--- config.mk ---
export PLATFORM = sky130hd
export DESIGN_NAME = d_cache_flat
export DESIGN_NICKNAME = d
export VERILOG_FILES = /design/src/rtl/d_cache_if.sv /design/src/rtl/d_cache.sv /design/src/flat_wrapper.sv
export SDC_FILE = /design/constraint.sdc
export NUM_CORES = 2
export LEC_CHECK = 0
export ABC_AREA = 1
export BUFFER_PORTS_ARGS = -buffer_cell sky130_fd_sc_hd__buf_2
export CELL_PAD_IN_SITES_DETAIL_PLACEMENT = 1
export CELL_PAD_IN_SITES_GLOBAL_PLACEMENT = 1
export CORE_ASPECT_RATIO = 1.1
export CORE_MARGIN = 5
export CORE_UTILIZATION = 56
export CTS_BUF_LIST = sky130_fd_sc_hd__clkbuf_8
export CTS_CLUSTER_SIZE = 14
export DETAILED_ROUTE_END_ITERATION = 10
export PLACE_DENSITY = 0.86
export SLEW_MARGIN = 20
export SYNTH_ARGS = -nofsm -noshare
export SYNTH_HDL_FRONTEND = slang
export SYNTH_SLANG_ARGS = --single-unit
--- constraint.sdc ---
create_clock -name clk -period 12.86 [get_ports clk]
set_clock_uncertainty 0.2 [all_clocks]
set_input_delay 2.572 -clock clk [delete_from_list [all_inputs] [get_ports clk]]
set_output_delay 2.572 -clock clk [all_outputs]
set_load 0.02 [all_outputs]
--- src/rtl/d_cache_if.sv ---
// Memory-side request/acknowledge bus between the data cache and main memory.
// The cache owns the request fields; memory owns the completion and read data.
interface d_cache_if;
    logic        mem_req;
    logic        mem_we;
    logic [31:0] mem_addr;
    logic [31:0] mem_wdata;
    logic [3:0]  mem_be;
    logic        mem_ack;
    logic [31:0] mem_rdata;

    modport master (
        output mem_req, mem_we, mem_addr, mem_wdata, mem_be,
        input  mem_ack, mem_rdata
    );

    modport slave (
        input  mem_req, mem_we, mem_addr, mem_wdata, mem_be,
        output mem_ack, mem_rdata
    );
endinterface

--- src/rtl/d_cache.sv ---
// Direct-mapped, write-through, no-write-allocate data cache for the MEM stage.
// Stalls the pipeline through miss while a fill or write-through is in flight.
module d_cache #(
    parameter int SET_ADDR_LEN = 5
) (
    input  logic        clk,
    input  logic        rst,
    input  logic        rd_req,
    input  logic        wr_req,
    input  logic [31:0] addr,
    input  logic [31:0] wr_data,
    input  logic [3:0]  wr_be,
    input  logic [2:0]  load_type,
    output logic        miss,
    output logic [31:0] rd_data,
    output logic [1:0]  addr_lo,
    output logic [2:0]  load_type_q,
    d_cache_if.master   mem
);

    localparam int SETS    = 1 << SET_ADDR_LEN;
    localparam int TAG_LEN = 30 - SET_ADDR_LEN;

    typedef enum logic [1:0] {IDLE, FILL, WRITE, DONE} state_t;

    state_t                    state, next_state;
    logic [SETS-1:0]           valid;
    logic [TAG_LEN-1:0]        tag_arr  [SETS];
    logic [31:0]               data_arr [SETS];

    logic [SET_ADDR_LEN-1:0]   idx;
    logic [TAG_LEN-1:0]        tag;
    logic                      hit;
    logic                      fill_en;
    logic                      write_en;

    assign idx = addr[SET_ADDR_LEN+1:2];
    assign tag = addr[31:SET_ADDR_LEN+2];
    assign hit = valid[idx] && (tag_arr[idx] == tag);

    assign fill_en  = (state == FILL)  && mem.mem_ack;
    assign write_en = (state == WRITE) && mem.mem_ack && hit;

    always_comb begin
        // NOTE: every output gets a default first so no path can infer a latch.
        next_state    = state;
        miss          = 1'b0;
        mem.mem_req   = 1'b0;
        mem.mem_we    = 1'b0;
        mem.mem_addr  = '0;
        mem.mem_wdata = '0;
        mem.mem_be    = '0;
        case (state)
            IDLE: begin
                if (wr_req) begin
                    miss       = 1'b1;
                    next_state = WRITE;
                end else if (rd_req && !hit) begin
                    miss       = 1'b1;
                    next_state = FILL;
                end
            end
            FILL: begin
                miss         = 1'b1;
                mem.mem_req  = 1'b1;
                mem.mem_addr = {addr[31:2], 2'b00};
                if (mem.mem_ack) next_state = IDLE;
            end
            WRITE: begin
                miss          = 1'b1;
                mem.mem_req   = 1'b1;
                mem.mem_we    = 1'b1;
                mem.mem_addr  = {addr[31:2], 2'b00};
                mem.mem_wdata = wr_data;
                mem.mem_be    = wr_be;
                if (mem.mem_ack) next_state = DONE;
            end
            // One stall-free cycle lets the store retire exactly once.
            DONE:    next_state = IDLE;
            default: next_state = IDLE;
        endcase
    end

    // NOTE: sequential state uses non-blocking assignments so every flop
    // samples the pre-edge values regardless of block ordering.
    always_ff @(posedge clk) begin
        if (rst) state <= IDLE;
        else     state <= next_state;
    end

    always_ff @(posedge clk) begin
        if (rst)          valid      <= '0;
        else if (fill_en) valid[idx] <= 1'b1;
    end

    // NOTE: tag and data arrays are not reset; valid alone qualifies them,
    // which keeps the storage as plain enable flops.
    always_ff @(posedge clk) begin
        if (!rst && fill_en) begin
            tag_arr[idx]  <= tag;
            data_arr[idx] <= mem.mem_rdata;
        end else if (!rst && write_en) begin
            for (int b = 0; b < 4; b++) begin
                if (wr_be[b]) data_arr[idx][8*b +: 8] <= wr_data[8*b +: 8];
            end
        end
    end

    // WB-stage registers advance only while the pipeline is not stalled.
    always_ff @(posedge clk) begin
        if (rst) begin
            rd_data     <= '0;
            addr_lo     <= '0;
            load_type_q <= '0;
        end else if (!miss) begin
            rd_data     <= (rd_req && hit) ? data_arr[idx] : '0;
            addr_lo     <= addr[1:0];
            load_type_q <= load_type;
        end
    end

endmodule

--- src/flat_wrapper.sv ---
// flat-port wrapper written by rule: the top's interface ports become plain ports
module d_cache_flat 
#(
    parameter int SET_ADDR_LEN = 5
)
  (clk, rst, rd_req, wr_req, addr, wr_data, wr_be, load_type, miss, rd_data, addr_lo, load_type_q, mem_mem_req, mem_mem_we, mem_mem_addr, mem_mem_wdata, mem_mem_be, mem_mem_ack, mem_mem_rdata);
  d_cache_if mem_i ();
  input  logic clk;
  input  logic rst;
  input  logic rd_req;
  input  logic wr_req;
  input  logic [31:0] addr;
  input  logic [31:0] wr_data;
  input  logic [3:0] wr_be;
  input  logic [2:0] load_type;
  output logic miss;
  output logic [31:0] rd_data;
  output logic [1:0] addr_lo;
  output logic [2:0] load_type_q;
  output wire logic [$bits(mem_i.mem_req)-1:0] mem_mem_req;
  output wire logic [$bits(mem_i.mem_we)-1:0] mem_mem_we;
  output wire logic [$bits(mem_i.mem_addr)-1:0] mem_mem_addr;
  output wire logic [$bits(mem_i.mem_wdata)-1:0] mem_mem_wdata;
  output wire logic [$bits(mem_i.mem_be)-1:0] mem_mem_be;
  input wire logic [$bits(mem_i.mem_ack)-1:0] mem_mem_ack;
  input wire logic [$bits(mem_i.mem_rdata)-1:0] mem_mem_rdata;
  assign mem_mem_req = mem_i.mem_req;
  assign mem_mem_we = mem_i.mem_we;
  assign mem_mem_addr = mem_i.mem_addr;
  assign mem_mem_wdata = mem_i.mem_wdata;
  assign mem_mem_be = mem_i.mem_be;
  assign mem_i.mem_ack = mem_mem_ack;
  assign mem_i.mem_rdata = mem_mem_rdata;
  d_cache #(.SET_ADDR_LEN(SET_ADDR_LEN)) u_core (.clk(clk), .rst(rst), .rd_req(rd_req), .wr_req(wr_req), .addr(addr), .wr_data(wr_data), .wr_be(wr_be), .load_type(load_type), .miss(miss), .rd_data(rd_data), .addr_lo(addr_lo), .load_type_q(load_type_q), .mem(mem_i));
endmodule
==> impl_results.md <==
- Routed WL: 274000 µm
- Core area: 132800 µm²
- Vias per inst: 6.700
- Status: completed
- Worst path required time: 10.09 ns
- Die W: 359.0 µm
- Postcts setup bufs: 0
- Util after Layout: 63.08%
- Pwr Total: 12700 µW
- Total gr overflow: 0
- Number of setup violations in the final report: 0
- Drt drc: 0
- Synth Cell Area: roughly 75000 µm²
- Critical path arrival: slightly below 8 ns
- I/O Buffers: 213
- TritonCTS clock tree: built
- Crit path capture type: output port
- VDD IR max: 0.0001280 V
- TritonCTS Buffers: 312
- Final Slew Violations: 0
- Worst reg-to-reg path cell count: 17
- FMAX: 94.58 MHz
- Max cap viols: 0
- Worst hold path startpoint: u_core.valid[19]$_SDFFE_PP0P_
- Distinct cells, synth: 33
- Routed Antenna Nets: 0
- Area Overhead vs Synth: 11.66%
- Measured slew at the worst slew-check pin: 1.256 ns
- GPL Wtd Cong: 0.8510
- # rows: 140
- Hold Path Class: register to register
- Reg-to-Reg Start: u_core.tag_arr[1][15]$_DFFE_PP_
- Synthesized area per cell: ~12 µm²
- Reg2Reg Setup Slack: 6.55 ns
- Via count: 56220
- TNS Setup: 0 ns
- Register area share after synthesis: 74.91%
- PD cells: 151.6 nW/µm²
- First-pass GRT wire length: 387600 µm
- Cells after Synth: ~6000
- Nets: 6514
- Share of cells above drive strength 1: 11.93%
- Synth Register Bits: 1895
- RSZ-0062 raised after global routing: false
- Synthesis warning total: 0
- End of the worst hold path: u_core.valid[19]$_SDFFE_PP0P_
- Avg WL per Cell: 32.66 µm
- Number of fill cells: ~13000
- Drt first pass iters: 7
- Max Root-Sink Buffers: 4
- CP Launch Type: input pin
- Leakage: 0.03119 µW
- Fin crit period: 10.57 ns
- GR Util All Layers: 37.14%
- Synth top area share: 73.02%
- Slew margin rel.: about 16%
- Antenna violations before repair: 14
- Worst-Skew Late Latency: 1.05 ns
- Largest net degree at the start of global routing: 166
- Area taken by flip-flops and latches: 56190 µm²
- DRT iter0 DRCs: 8162
- Top post-synthesis cells by area: edfxtp_1 (73%), nand2_1 (9.4%), nor2_1 (3.1%), dfxtp_1 (1.9%), o31ai_1 (1.8%)
- IO Count: 216
- Final hold violations: 0
- Initial Util: 56.49%
- Clock-pin slew on the worst setup and hold paths: 0.07 ns
- Worst reg2reg endpoint: u_core.data_arr[6][2]$_DFFE_PP_
- Cts repair resizes: 0
- WS Path Type: input pin to output port
- H-tree levels: 5
- DIE AREA: 141400 µm²
- Die Span Y: 393.9 µm
- Vias in the first global route: about 59000
- Fin crit share: 82.21%
- Post-detail-place hpwl: 149100 µm
- CTS Root Cell: clkbuf_8
- Crit-path max FO: 113
- Area of the multi-input gates: 17200 µm²
- Post-CTS Hold Fix Bufs: 0
- Clk sink count: 1895
- Worst Hold Depth: 2
- Dominant cell type by area after synthesis: edfxtp_1
==> cell usage after synthesis <==
cell,n
inv_2,4
a22o_1,16
buf_4,4
or2_2,6
or2_1,1
nand3b_1,22
a21oi_1,77
a21boi_0,1
inv_1,174
o21ai_0,167
nor3_1,185
nand3_1,125
edfxtp_1,1824
a221oi_1,20
nand2_1,1871
buf_1,54
o22ai_1,200
o21bai_1,1
nor3b_1,1
clkinv_1,2
a22oi_1,16
conb_1,1
clkbuf_1,234
buf_2,70
dfxtp_1,71
nand4_1,78
ha_1,5
a211oi_1,1
o221ai_1,68
o31ai_1,180
nor3_2,9
nor2_1,629
nor2_2,1
==> layout make-up <==
cell class,instances,share of cell area [%]
Sequential cell,1895,67.09
Multi-Input combinational cell,3682,20.53
Clock buffer,330,5.423
Tap cell,1775,2.652
Timing Repair Buffer,330,2.495
Clock inverter,189,0.9396
Inverter,180,0.8410
Antenna cell,10,0.02988
==> routing by layer <==
metal	track usage [%]	part of all wire, %
met5	0.3381	0.077
met4	26.44	8.2
met3	9.824	12
met2	59.29	47
met1	43.97	33
==> how the worst max path moves through the flow <==
| stage | slack [ns] | end | from |
|---|---|---|---|
| 2_1_floorplan | 5.27 | miss | addr[5] |
| 3_3_place_gp | 2.91 | miss | addr[3] |
| 3_5_place_dp | 2.69 | miss | addr[3] |
| 4_1_cts | 2.52 | miss | addr[3] |
| 5_1_grt | 2.19 | miss | addr[2] |
| 6_report | 2.29 | miss | addr[3] |
==> layout by cell type, fill, tap and decap left out, types with 4 or more instances in the layout <==
| master | count |
|---|---|
| o31ai_1 | 180 |
| diode_2 | 10 |
| edfxtp_1 | 1824 |
| nand3b_1 | 22 |
| a22oi_1 | 16 |
| buf_12 | 6 |
| nand3_1 | 124 |
| nand4_1 | 78 |
| o21ai_0 | 135 |
| nor3_1 | 185 |
| nor2_4 | 34 |
| a221oi_1 | 20 |
| a21oi_1 | 77 |
| o221ai_1 | 68 |
| inv_1 | 278 |
| buf_4 | 105 |
| dfxtp_1 | 71 |
| o22ai_1 | 200 |
| buf_8 | 5 |
| nand2_1 | 1867 |
| o21ai_2 | 25 |
| clkinv_1 | 51 |
| ha_1 | 4 |
| inv_2 | 4 |
| clkinv_2 | 26 |
| o21ai_4 | 7 |
| clkinvlp_4 | 4 |
| nor2_1 | 595 |
| a22o_1 | 16 |
| or2_2 | 6 |
| buf_2 | 211 |
| clkbuf_8 | 330 |
| nor3_4 | 8 |
==> registers in the layout, indices dropped and copies added (netlist names) <==
name / count
u_core.tag_arr: 800
u_core.valid: 32
u_core.data_arr: 1024
u_core.load_type_q: 3
u_core.addr_lo: 2
u_core.rd_data: 32
u_core.state: 2
==> worst max-delay path, cell delays in order <==
cell and delay, ns:
buf_8 0.49, nand2_4 0.55, inv_6 0.90, buf_4 0.62
nand2_1 0.13, nand4_1 0.21, nand2_1 0.15, nand2_1 0.14
inv_1 0.07, nand2_1 0.08, nor2_1 0.09, nand2_1 0.08
nor2_1 0.04, nand2_1 0.06, nor2_1 0.05, nand3_1 0.20
nand2_1 0.12, nand2_1 0.09, nand2_1 0.07, nand2_2 0.06
buf_4 0.55, nand2_2 0.12, inv_1 0.09, buf_2 0.16
==> report_power, final <==
group | leakage [µW] | internal [µW] | switching [µW]
Combinational | 0.0111 | 232 | 811
Clock | 0.00315 | 2370 | 2470
Sequential | 0.0170 | 6800 | 26.4
==> stage by stage <==
stage / hold slack, ns / area, µm² / cells / worst slack [ns]
6_report: 0.2875 / 83760 / 8391 / 2.287
5_1_grt: 0.3037 / 83740 / 8383 / 2.186
4_1_cts: 0.2870 / 83660 / 8377 / 2.517
3_5_place_dp: 0.2458 / 78330 / 7858 / 2.693
3_3_place_gp: 0.2333 / 78290 / 7856 / 2.910
2_1_floorplan: 0.2231 / 75010 / 6119 / 5.271
==> cells by family (layout without fill, tap and decap cells) <==
logic type      after synthesis  after routing  synth area share [%]
other cells                   1             12              0.004999
flops                      1895           1895                 74.91
compound gates              747            747                 6.502
buf+inv                     542           1029                 2.849
simple gates               2928           2928                 15.65
fa+ha+maj                     5              5               0.08340
(Power assumes the default switching activity.)
